===== config.mk =====
export PLATFORM = sky130hd
export DESIGN_NAME = line_fill_responder_flat
export DESIGN_NICKNAME = d
export VERILOG_FILES = /design/src/rtl/line_fill_responder_pkg.sv /design/src/rtl/line_fill_responder_if.sv /design/src/rtl/line_resp_skid.sv /design/src/rtl/line_fill_responder.sv /design/src/flat_wrapper.sv
export SDC_FILE = /design/constraint.sdc
export NUM_CORES = 1
export LEC_CHECK = 0
export BUFFER_PORTS_ARGS = -buffer_cell sky130_fd_sc_hd__buf_2
export CORE_UTILIZATION = 47
export DETAILED_ROUTE_END_ITERATION = 10
export PLACE_DENSITY = 0.77
export REMOVE_ABC_BUFFERS = 1
export SETUP_SLACK_MARGIN = 0.5
export SLEW_MARGIN = 30
export SYNTH_ARGS = -nofsm -noshare
export SYNTH_HDL_FRONTEND = slang
export SYNTH_SLANG_ARGS = --single-unit

===== constraint.sdc =====
create_clock -name clk -period 2.6 [get_ports clk]
set_input_delay 0.13 -clock clk [delete_from_list [all_inputs] [get_ports clk]]
set_output_delay 0.13 -clock clk [all_outputs]
set_load 0.05 [all_outputs]

===== src/rtl/line_fill_responder_pkg.sv =====
// Shared definitions for the line-fill responder: line geometry, beat index
// type and the FSM state encoding.
package line_fill_responder_pkg;

  localparam int OFFSET_LENGTH  = 5;
  localparam int WORDS_PER_LINE = 2 ** OFFSET_LENGTH;

  typedef logic [OFFSET_LENGTH-1:0] beat_idx_t;

  localparam beat_idx_t LAST_BEAT = beat_idx_t'(WORDS_PER_LINE - 1);

  typedef enum logic [1:0] {
    IDLE  = 2'd0,
    FETCH = 2'd1,
    DRAIN = 2'd2
  } lfr_state_e;

endpackage


===== src/rtl/line_fill_responder_if.sv =====
// Request (AR) and read-data (R) channels between the cache miss logic
// (master) and the line-fill responder (slave).
//
// Handshake: a transfer happens at the rising clk edge where valid and ready
// are both high. A source that raises valid keeps valid and its payload
// (araddr, or rdata/rlast) stable until that edge; ready may change freely.
interface line_fill_responder_if #(
  parameter int ADDR_WIDTH = 64,
  parameter int DATA_WIDTH = 64
);

  logic [ADDR_WIDTH-1:0] araddr;
  logic                  arvalid;
  logic                  arready;
  logic [DATA_WIDTH-1:0] rdata;
  logic                  rvalid;
  logic                  rready;
  logic                  rlast;

  modport master (
    output araddr, arvalid, rready,
    input  arready, rdata, rvalid, rlast
  );

  modport slave (
    input  araddr, arvalid, rready,
    output arready, rdata, rvalid, rlast
  );

endinterface


===== src/rtl/line_resp_skid.sv =====
// Two-entry FIFO holding returned SRAM words with their last-beat flag.
// slot0 is always the head, so the output is taken straight from a register.
module line_resp_skid #(
  parameter int W = 65
) (
  input  logic         clk,
  input  logic         reset,
  input  logic         push,
  input  logic [W-1:0] push_data,
  input  logic         pop,
  output logic [1:0]   count,
  output logic [W-1:0] head
);

  logic [W-1:0] slot0_q;
  logic [W-1:0] slot1_q;
  logic [1:0]   count_q;

  // Storage and occupancy; a push while full is prevented by the issuer.
  always_ff @(posedge clk or negedge reset) begin
    if (!reset) begin
      slot0_q <= '0;
      slot1_q <= '0;
      count_q <= 2'd0;
    end else begin
      unique case ({push, pop})
        2'b10: begin
          if (count_q == 2'd0) slot0_q <= push_data;
          else                 slot1_q <= push_data;
          count_q <= count_q + 2'd1;
        end
        2'b01: begin
          slot0_q <= slot1_q;
          count_q <= count_q - 2'd1;
        end
        2'b11: begin
          if (count_q == 2'd2) begin
            slot0_q <= slot1_q;
            slot1_q <= push_data;
          end else begin
            slot0_q <= push_data;
          end
        end
        default: ;
      endcase
    end
  end

  assign count = count_q;
  assign head  = slot0_q;

endmodule


===== src/rtl/line_fill_responder.sv =====
// Memory-side line-fill responder: accepts one line request, reads the line
// critical-word-first from a 1-cycle SRAM and returns it as a burst of beats.
module line_fill_responder
  import line_fill_responder_pkg::*;
#(
  parameter int DATA_WIDTH     = 64,
  parameter int ADDR_WIDTH     = 64,
  parameter int MEM_ADDR_WIDTH = 16
) (
  input  logic                      clk,
  input  logic                      reset,
  line_fill_responder_if.slave      bus,
  output logic                      mem_en,
  output logic [MEM_ADDR_WIDTH-1:0] mem_addr,
  input  logic [DATA_WIDTH-1:0]     mem_rdata,
  output lfr_state_e                dbg_state,
  output beat_idx_t                 dbg_beat
);

  localparam int BASE_W = MEM_ADDR_WIDTH - OFFSET_LENGTH;

  lfr_state_e          state_q, state_d;
  logic                arready_q;
  logic [BASE_W-1:0]   base_q;
  beat_idx_t           start_q;
  beat_idx_t           issue_cnt_q;
  beat_idx_t           beat_cnt_q;
  beat_idx_t           word_off;
  logic                inflight_q;
  logic                inflight_last_q;
  logic                ar_hs;
  logic                pop;
  logic                issue_ok;
  logic                last_issue;
  logic [1:0]          buf_count;
  logic [DATA_WIDTH:0] head;
  logic [2:0]          occ_next;
  logic                addr_hi_unused;

  // Request bits above the SRAM range are dropped by truncation.
  assign addr_hi_unused = ^bus.araddr[ADDR_WIDTH-1:MEM_ADDR_WIDTH];

  assign ar_hs      = bus.arvalid & arready_q;
  assign pop        = bus.rvalid & bus.rready;
  // Buffer plus in-flight read after this cycle's pop; below 2 leaves room.
  assign occ_next   = {1'b0, buf_count} + {2'b00, inflight_q} - {2'b00, pop};
  assign issue_ok   = (occ_next < 3'd2);
  assign last_issue = (issue_cnt_q == LAST_BEAT);
  // Offset wraps inside the line and never carries into the base.
  assign word_off   = start_q + issue_cnt_q;
  assign mem_addr   = {base_q, word_off};

  // State register.
  always_ff @(posedge clk or negedge reset) begin
    if (!reset) state_q <= IDLE;
    else        state_q <= state_d;
  end

  // Next state and SRAM read strobe.
  always_comb begin
    state_d = state_q;
    mem_en  = 1'b0;
    unique case (state_q)
      IDLE: begin
        if (ar_hs) state_d = FETCH;
      end
      FETCH: begin
        if (issue_ok) begin
          mem_en = 1'b1;
          if (last_issue) state_d = DRAIN;
        end
      end
      DRAIN: begin
        if (pop && bus.rlast) state_d = IDLE;
      end
      default: state_d = IDLE;
    endcase
  end

  // Request capture, issue/beat counters and the in-flight read tracker.
  always_ff @(posedge clk or negedge reset) begin
    if (!reset) begin
      arready_q       <= 1'b0;
      base_q          <= '0;
      start_q         <= '0;
      issue_cnt_q     <= '0;
      beat_cnt_q      <= '0;
      inflight_q      <= 1'b0;
      inflight_last_q <= 1'b0;
    end else begin
      // Registered so it is low in reset and only rises one edge after the
      // rlast handshake.
      arready_q <= (state_d == IDLE);
      if (ar_hs) begin
        base_q      <= bus.araddr[MEM_ADDR_WIDTH-1:OFFSET_LENGTH];
        start_q     <= bus.araddr[OFFSET_LENGTH-1:0];
        issue_cnt_q <= '0;
        beat_cnt_q  <= '0;
      end else begin
        if (mem_en) issue_cnt_q <= issue_cnt_q + 1'b1;
        if (pop)    beat_cnt_q  <= beat_cnt_q + 1'b1;
      end
      inflight_q      <= mem_en;
      inflight_last_q <= mem_en & last_issue;
    end
  end

  line_resp_skid #(
    .W(DATA_WIDTH + 1)
  ) u_skid (
    .clk       (clk),
    .reset     (reset),
    .push      (inflight_q),
    .push_data ({mem_rdata, inflight_last_q}),
    .pop       (pop),
    .count     (buf_count),
    .head      (head)
  );

  assign bus.arready = arready_q;
  assign bus.rvalid  = (buf_count != 2'd0);
  assign bus.rdata   = head[DATA_WIDTH:1];
  assign bus.rlast   = head[0] & bus.rvalid;

  assign dbg_state = state_q;
  assign dbg_beat  = beat_cnt_q;

endmodule

===== src/flat_wrapper.sv =====
// flat-port wrapper written by rule: the top's interface ports become plain ports
module line_fill_responder_flat import line_fill_responder_pkg::*;
#(
  parameter int DATA_WIDTH     = 64,
  parameter int ADDR_WIDTH     = 64,
  parameter int MEM_ADDR_WIDTH = 16
)
  (clk, reset, mem_en, mem_addr, mem_rdata, dbg_state, dbg_beat, bus_araddr, bus_arvalid, bus_rready, bus_arready, bus_rdata, bus_rvalid, bus_rlast);
  line_fill_responder_if #(.ADDR_WIDTH(ADDR_WIDTH), .DATA_WIDTH(DATA_WIDTH)) bus_i ();
  input  logic clk;
  input  logic reset;
  output logic mem_en;
  output logic [MEM_ADDR_WIDTH-1:0] mem_addr;
  input  logic [DATA_WIDTH-1:0] mem_rdata;
  output lfr_state_e dbg_state;
  output beat_idx_t dbg_beat;
  input wire logic [$bits(bus_i.araddr)-1:0] bus_araddr;
  input wire logic [$bits(bus_i.arvalid)-1:0] bus_arvalid;
  input wire logic [$bits(bus_i.rready)-1:0] bus_rready;
  output wire logic [$bits(bus_i.arready)-1:0] bus_arready;
  output wire logic [$bits(bus_i.rdata)-1:0] bus_rdata;
  output wire logic [$bits(bus_i.rvalid)-1:0] bus_rvalid;
  output wire logic [$bits(bus_i.rlast)-1:0] bus_rlast;
  assign bus_i.araddr = bus_araddr;
  assign bus_i.arvalid = bus_arvalid;
  assign bus_i.rready = bus_rready;
  assign bus_arready = bus_i.arready;
  assign bus_rdata = bus_i.rdata;
  assign bus_rvalid = bus_i.rvalid;
  assign bus_rlast = bus_i.rlast;
  line_fill_responder #(.DATA_WIDTH(DATA_WIDTH), .ADDR_WIDTH(ADDR_WIDTH), .MEM_ADDR_WIDTH(MEM_ADDR_WIDTH)) u_core (.clk(clk), .reset(reset), .bus(bus_i), .mem_en(mem_en), .mem_addr(mem_addr), .mem_rdata(mem_rdata), .dbg_state(dbg_state), .dbg_beat(dbg_beat));
endmodule

==> results of run 1 <==
[placed cells by master (no fill, tap or decap), types with 3 or more instances in the layout]
master / netlist / final
o21ai_0: 3 / 3
buf_16: 0 / 6
buf_2: 24 / 170
mux2_1: 50 / 50
a221oi_2: 10 / 29
inv_2: 1 / 3
dfrtp_1: 163 / 161
mux2_2: 30 / 30
buf_4: 68 / 19
clkinv_2: 0 / 3
clkbuf_16: 0 / 18
ha_1: 11 / 8
nand2_1: 8 / 6
xnor2_1: 9 / 8
inv_1: 9 / 7
xor2_1: 5 / 4
nand3b_1: 3 / 3
buf_6: 5 / 9
nor2_1: 142 / 141
a221oi_1: 55 / 36
buf_12: 0 / 8
dlygate4sd3_1: 0 / 81
[cell usage after synthesis, types with 3 or more instances]
| cell type | n |
|---|---|
| dfrtp_1 | 163 |
| nor2_1 | 142 |
| buf_4 | 68 |
| a221oi_1 | 55 |
| mux2_1 | 50 |
| mux2_2 | 30 |
| buf_2 | 24 |
| ha_1 | 11 |
| a221oi_2 | 10 |
| inv_1 | 9 |
| xnor2_1 | 9 |
| nand2_1 | 8 |
| clkbuf_1 | 6 |
| a21oi_1 | 5 |
| buf_6 | 5 |
| xor2_1 | 5 |
| nand3b_1 | 3 |
| o21ai_0 | 3 |
[per-stage QoR]
stage | hold WS, ps | std cells | util [%] | setup slack (ps) | power (mW)
6_report | 140 | 1062 | 65.8 | 98.4 | 15.0
5_1_grt | 150 | 1062 | 65.8 | -23.9 | 15.8
4_1_cts | 109 | 1058 | 64.4 | 69.4 | 14.7
3_5_place_dp | 36.0 | 934 | 53.3 | 54.3 | 11.5
3_3_place_gp | 35.7 | 933 | 53.1 | 117 | 11.3
2_1_floorplan | -166 | 528 | - | -1740 | 9.61
[kinds of logic (layout without fill, tap and decap cells)]
logic type	count (synthesis)	in the layout	synth area share [%]
flops	163	163	54.8
xor+xnor	14	14	1.65
simple gates	165	165	8.87
mux	82	82	12.4
buf+inv	113	333	10.0
fa+ha+maj	13	13	2.38
compound gates	81	81	9.96
[tightest hold or removal path: stages]
cell and delay [ps]:
buf_2 130, a31oi_1 100, nand2_1 90, nand2b_1 50
[per-layer routing]
metal  part of all wire (%)  up-vias  wire, um
met5                      0        -         0
met4                    1.9        0       355
met3                    4.8       28       879
met2                     52      166      9570
met1                     41     2801      7580
li1                       -     2565         -
[state kept, by name, indices dropped and copies added (netlist names)]
signal / flops
u_core.dbg_beat: 5
u_core.inflight_q: 1
u_core.inflight_last_q: 1
u_core.u_skid.slot1_q: 65
u_core.base_q: 11
u_core.u_skid.count: 2
u_core.u_skid.head: 65
u_core.dbg_state: 2
u_core.bus.arready: 1
u_core.start_q: 5
u_core.issue_cnt_q: 5
[power breakdown]
| part | switching [mW] | internal [mW] |
|---|---|---|
| sequential | 0.699 | 3.79 |
| combinational | 5.34 | 2.90 |
| clock | 0.928 | 1.33 |
| total | 6.97 | 8.03 |
[worst paths after layout]
path | endpoint | slack [ps] | start | depth (start not counted)
min | u_core.dbg_state[1]$_DFF_PN0_ | 140 | bus_rready | 4
min reg2reg | u_core.u_skid.slot1_q[47]$_DFFE_PN0P_ | 490 | u_core.u_skid.slot1_q[47]$_DFFE_PN0P_ | 1
max | mem_en | 100 | u_core.u_skid.count[1]$_DFFE_PN0N_ | 8
max in group asynchronous | u_core.u_skid.slot1_q[21]$_DFFE_PN0P_ | 1740 | reset | 3
min in group asynchronous | u_core.base_q[1]$_DFFE_PN0P_ | 180 | reset | 2
max reg2reg | u_core.issue_cnt_q[4]$_DFFE_PN0P_ | 190 | u_core.u_skid.count[1]$_DFFE_PN0N_ | 11
[layout make-up]
class                      count  share of cell area (%)
inverter                      10                   0.373
timing repair buffer         296                    22.9
clock buffer                  21                    4.57
multi-input combinational    355                    28.5
clock inverter                 6                   0.596
sequential                   163                    40.5
tap                          211                    2.62
[repair_timing]
action,in CTS,in global routing
setup buffers,10,3
hold buffers,81,0
pin swaps,6,6
gates resized for setup,31,28
gates cloned,6,1
setup endpoints to repair,81,125
hold endpoints to repair,286,0
==> metrics.md, run 1 <==
| Metric | Value |
|---|---|
| Global-route track usage on met2 | 41.5% |
| I/O Buffers | 174 |
| Time the final worst path needs with I/O delays and setup | 2500 ps |
| DP HPWL | approximately 10 mm |
| Proportion of layout cells with a drive suffix above 1 | 38.2% |
| Area of placed instances | approximately 8000 sq um |
| Finished Cell Area | around 10,000 sq um |
| Count of unresolved DRC violations after routing | 0 |
| Global-route total usage across every layer | between 20% and 30% |
| Final-report hold violation count | 0 |
| Type of element capturing the critical path | primary output |
| Vertical die dimension | around 130 um |
| Total Nets Final | about 990 |
| Horiz. Die Dim | around 130 um |
| Max VDD drop | roughly 0.0011 V |
| Number of nets still failing antenna checks after routing | 0 |
| Asr flop ratio synth | 100% |
| Total wire length after detailed routing | about 18 mm |
| Pin count of the biggest net entering global routing | between 70 and 80 |
| Latest clock arrival within the worst-skew pair | 420 ps |
| Most used DFF post-synth | dfrtp_1 |
| Number of vias per cell after detailed routing | about 5.2 |
| Maxcap violations | 0 |
| Cell area after synthesis | roughly 7400 sq um |
| Slowest stage cell on the critical path | fa_1 |
| Inserted Clock Buffers | 17 |
| Clock-pin transition on the worst setup and hold timing paths | roughly 60 ps |
| Most crowded layer after global routing | met2 |
| Maximum count of clock buffers along a single path | 2 |
| Distinct cells, synth | 35 |
| Post-Route Setup TNS | 0 ps |
| Average routed wire per standard cell | approximately 17 um |
| Worst path required time | around 2500 ps |
| Sequence of cells on the critical path | o21ai_4 -> inv_2 -> ha_4 -> nand2b_4 -> fa_1 -> nand3b_1 -> nor2_4 -> buf_8 |
| Flop and latch count out of synthesis | roughly 160 |
| Die area | about 16,000 sq um |
| Via count | 5,560 |
| Fmax | ~400 MHz |
| Deepest level of the CTS H-tree | 4 |
| Total iterations of the first detailed-routing run | 5 |
| Worst relative slew slack | between 30% and 40% |
| Number of top-level pins | 223 |
| Number of synthesized flops with an enable pin | 0 |
| Number of global-route vias before repair | between 5,000 and 6,000 |
| Unrepaired setup endpoints after global routing | true |
| Effective utilization at floorplan | between 40 and 50% |
| Mean instance size in the synthesized netlist | 11.8 sq um |
| Fill cell total of the finished layout | 1,115 |
| Yosys top cell area share | between 50% and 60% |
| Synthesis warning total | 0 |
| Cell type with the largest total area after synthesis | dfrtp_1 |
| Kind of cell with the highest combined delay on the critical path | adder cells |
| Count of mapped cells out of synthesis | 631 |
| Data arrival time at the worst-slack endpoint | roughly 2400 ps |
| Core area | between 15,000 and 20,000 sq um |
| Antenna diode count | 0 |
| Number of placement rows | 45 |
| TritonCTS clock tree | done |
| Met1 Use GR | between 20 and 30% |
| Layout overhead on the synthesized area | 35.2% |
| Largest clock skew in the final design | ~13 ps |
| Result of the run | completed |
| Met3 global-route usage | 4.80% |
| Number of max-slew violations in the final report | 0 |
| Slowest stage delay, CP | around 490 ps |
| Leakage | roughly 4.6 nW |
| Multi-input logic area | between 2000 and 3000 sq um |
| Cell types with the largest area share after synthesis | dfrtp_1 (55%), mux2_1 (7.6%), nor2_1 (7.2%) |
| Area taken by flip-flops and latches | 4080 sq um |
| Slew @ Worst Pin | just over 900 ps |
| Initial antenna violation count | 0 |
| Final setup vio count | 0 |
| Final global-route overflow total | 0 |
| Power density over cell area | around 1500 nW/um^2 |
| First-pass GRT wire length | approximately 30 mm |
| Sequential share of the synthesized area | between 50% and 60% |
| Share of the clock period used by the worst path after layout | a little over nine tenths |
| Iter 0 DRT Violations | around 250 |
| Buffers & Inverters on Critical Path | 2 |
| CTS root buffer | clkbuf_16 |
| Maximum fanout encountered on the critical timing path | 2 |
| Startpoint Class | flop |
| Setup Crit Path Kind | reg2out |
| GPL Wtd Cong | approximately 0.74 |
| Sink Count | 163 |
| Class of the tightest hold or removal check | in2reg |
Power figures use the tool's default switching activity.
==> run 2: changes to the inputs <==
--- a/config.mk
+++ b/config.mk
@@ -5,8 +5,9 @@
 export SDC_FILE = /design/constraint.sdc
 export NUM_CORES = 1
 export LEC_CHECK = 0
-export BUFFER_PORTS_ARGS = -buffer_cell sky130_fd_sc_hd__buf_2
+export BUFFER_PORTS_ARGS = -buffer_cell sky130_fd_sc_hd__buf_4
 export CORE_UTILIZATION = 47
+export CTS_BUF_LIST = sky130_fd_sc_hd__clkbuf_8 sky130_fd_sc_hd__clkbuf_16
 export DETAILED_ROUTE_END_ITERATION = 10
 export PLACE_DENSITY = 0.77
 export REMOVE_ABC_BUFFERS = 1
==> run 2 against run 1 <==
Critical path depth unchanged. Routed wire length grew 37%. Register-to-register slack got worse by 60 ps. Sequential power rose by 6.7%. Clock skew shrank 4.6 ps. Highest routed layer unchanged. Combinational power rose by 35%. Sequential share of layout area shrank 6.0 points. Final area is 17% higher. Largest cell class unchanged. Worst hold slack got worse by 40 ps.
==> metrics.md, run 2 (synthesis gave the netlist of run 1 again) <==
| Metric | Value |
|---|---|
| Result of the run | completed |
| First-pass GRT wire length | a little over 30 mm |
| Type of element capturing the critical path | primary output |
| Leakage | ~5.4 nW |
| Finished Cell Area | roughly 12,000 sq um |
| Final global-route overflow total | 0 |
| Count of unresolved DRC violations after routing | 0 |
| Global-route total usage across every layer | 24.7% |
| Sequence of cells on the critical path | inv_2 -> ha_4 -> nand2b_4 -> fa_2 -> nand3b_1 -> nor2_1 -> buf_4 -> buf_8 |
| Maxcap violations | 0 |
| Unrepaired setup endpoints after global routing | true |
| Number of placement rows | 45 |
| Average routed wire per standard cell | between 20 and 25 um |
| Data arrival time at the worst-slack endpoint | approximately 2500 ps |
| Power density over cell area | ~1600 nW/um^2 |
| Antenna diode count | 0 |
| Layout overhead on the synthesized area | 58.8% |
| Area of placed instances | about 8500 sq um |
| Die area | 16,400 sq um |
| Class of the tightest hold or removal check | in2reg |
| Non-filler instance count after layout | about 1,100 |
| Worst path required time | 2470 ps |
| Leading cell type in the layout, fill and taps excluded | buf_4 |
| Latest clock arrival within the worst-skew pair | roughly 430 ps |
| Share of the clock period used by the worst path after layout | 99.7% |
| Worst slack on hold paths | around 100 ps |
| Number of max-slew violations in the final report | 0 |
| Slowest stage cell on the critical path | fa_2 |
| Number of vias per cell after detailed routing | 5.58 |
| Total Nets Final | about 1,000 |
| Slew @ Worst Pin | roughly 930 ps |
| Fmax | 386 MHz |
| Largest clock skew in the final design | between 8 and 9 ps |
| Kind of cell with the highest combined delay on the critical path | adder cells |
| CTS root buffer | clkbuf_16 |
| Placed insts | between 900 and 1,000 |
| Slowest stage delay, CP | 530 ps |
| Number of top-level pins | 223 |
| Maximum fanout encountered on the critical timing path | 4 |
| Vertical die dimension | 128 um |
| Utilization after layout | 77.3% |
| Sink Count | 163 |
| Maximum count of clock buffers along a single path | 2 |
| Time the final worst path needs with I/O delays and setup | approximately 2600 ps |
| Number of global-route vias before repair | 6,108 |
| Inserted Clock Buffers | 17 |
| TritonCTS clock tree | done |
| Total iterations of the first detailed-routing run | 4 |
| Buffers & Inverters on Critical Path | 3 |
| Horiz. Die Dim | ~130 um |
| Final setup vio count | 0 |
| Deepest level of the CTS H-tree | 4 |
| Core area | 15,300 sq um |
| Leading cell types in the layout, fill and taps excluded | buf_4 (193), dfrtp_1 (161), nor2_1 (140), dlygate4sd3_1 (81), mux2_4 (65) |
| Total wire length after detailed routing | roughly 25 mm |
| I/O Buffers | roughly 170 |
| Max VDD drop | 0.000991 V |
| GPL Wtd Cong | between 0.7 and 0.8 |
| Worst relative slew slack | 37.7% |
| Final-report hold violation count | 0 |
| Proportion of layout cells with a drive suffix above 1 | between 50% and 60% |
| DP HPWL | about 11 mm |
| Initial antenna violation count | 0 |
| Iter 0 DRT Violations | roughly 400 |
| Via count | a little over 6,000 |
| Number of nets still failing antenna checks after routing | 0 |
| Setup Crit Path Kind | reg2out |
| Effective utilization at floorplan | between 40% and 50% |
| Clock-pin transition on the worst setup and hold timing paths | ~60 ps |
| Startpoint Class | flop |
| Pin count of the biggest net entering global routing | 66 |
## run 2: final timing paths
kind	start	end	slack (ps)	depth (start not counted)
worst min register to register	u_core.base_q[6]$_DFFE_PN0P_	u_core.base_q[6]$_DFFE_PN0P_	510	1
worst min-delay path	bus_rready	u_core.dbg_state[1]$_DFF_PN0_	100	4
worst max register to register	u_core.inflight_q$_DFF_PN0_	u_core.issue_cnt_q[4]$_DFFE_PN0P_	130	11
max in group asynchronous	reset	u_core.u_skid.head[43]$_DFFE_PN0P_	1500	3
worst max-delay path	u_core.inflight_q$_DFF_PN0_	mem_en	8	8
min in group asynchronous	reset	u_core.base_q[6]$_DFFE_PN0P_	300	2
## run 2: worst min-delay path, stage by stage
cell and delay, ps:
buf_4 110, a31oi_1 70, nand2_1 100, nand2b_1 70
## run 2: routing by layer
| metal | track usage [%] | part of all wire [%] |
|---|---|---|
| met1 | 29.5 | 40 |
| met2 | 43.5 | 51 |
| met5 | 0 | 0 |
| met3 | 5.26 | 4.8 |
| met4 | 10.0 | 3.7 |
## run 2: stage by stage
stage / power [mW] / setup WS [ps] / setup TNS [ps]
2_1_floorplan: 9.61 / -1740 / -183160
3_3_place_gp: 11.8 / 254 / 0
3_5_place_dp: 12.1 / 185 / 0
4_1_cts: 15.5 / 28.2 / 0
5_1_grt: 19.2 / -64.3 / -64.3
6_report: 18.5 / 7.89 / 0
## run 2: where the power goes
| part | internal [mW] | switching (mW) | leakage [nW] |
|---|---|---|---|
| combinational | 4.79 | 6.33 | 3.15 |
| clock | 1.61 | 1.01 | 0.298 |
| sequential | 3.79 | 0.995 | 1.91 |
| total | 10.2 | 8.33 | 5.36 |
## run 2: final cells by class
cell class	instances	area, sq um
clock buffers	18	439
clock inverters	12	168
fillers	884	3480
inverters	10	37.5
multi-input cells	357	3520
flip-flops and latches	163	4080
well taps	211	264
repair buffers	330	3320
## run 2: repair_timing
item	in CTS	in global routing
endpoints found under the hold margin	195	0
pin swaps	10	123
hold buffers	81	0
buffers inserted	11	16
endpoints found under the setup margin	97	133
gates resized for setup	29	177
gates cloned	4	26
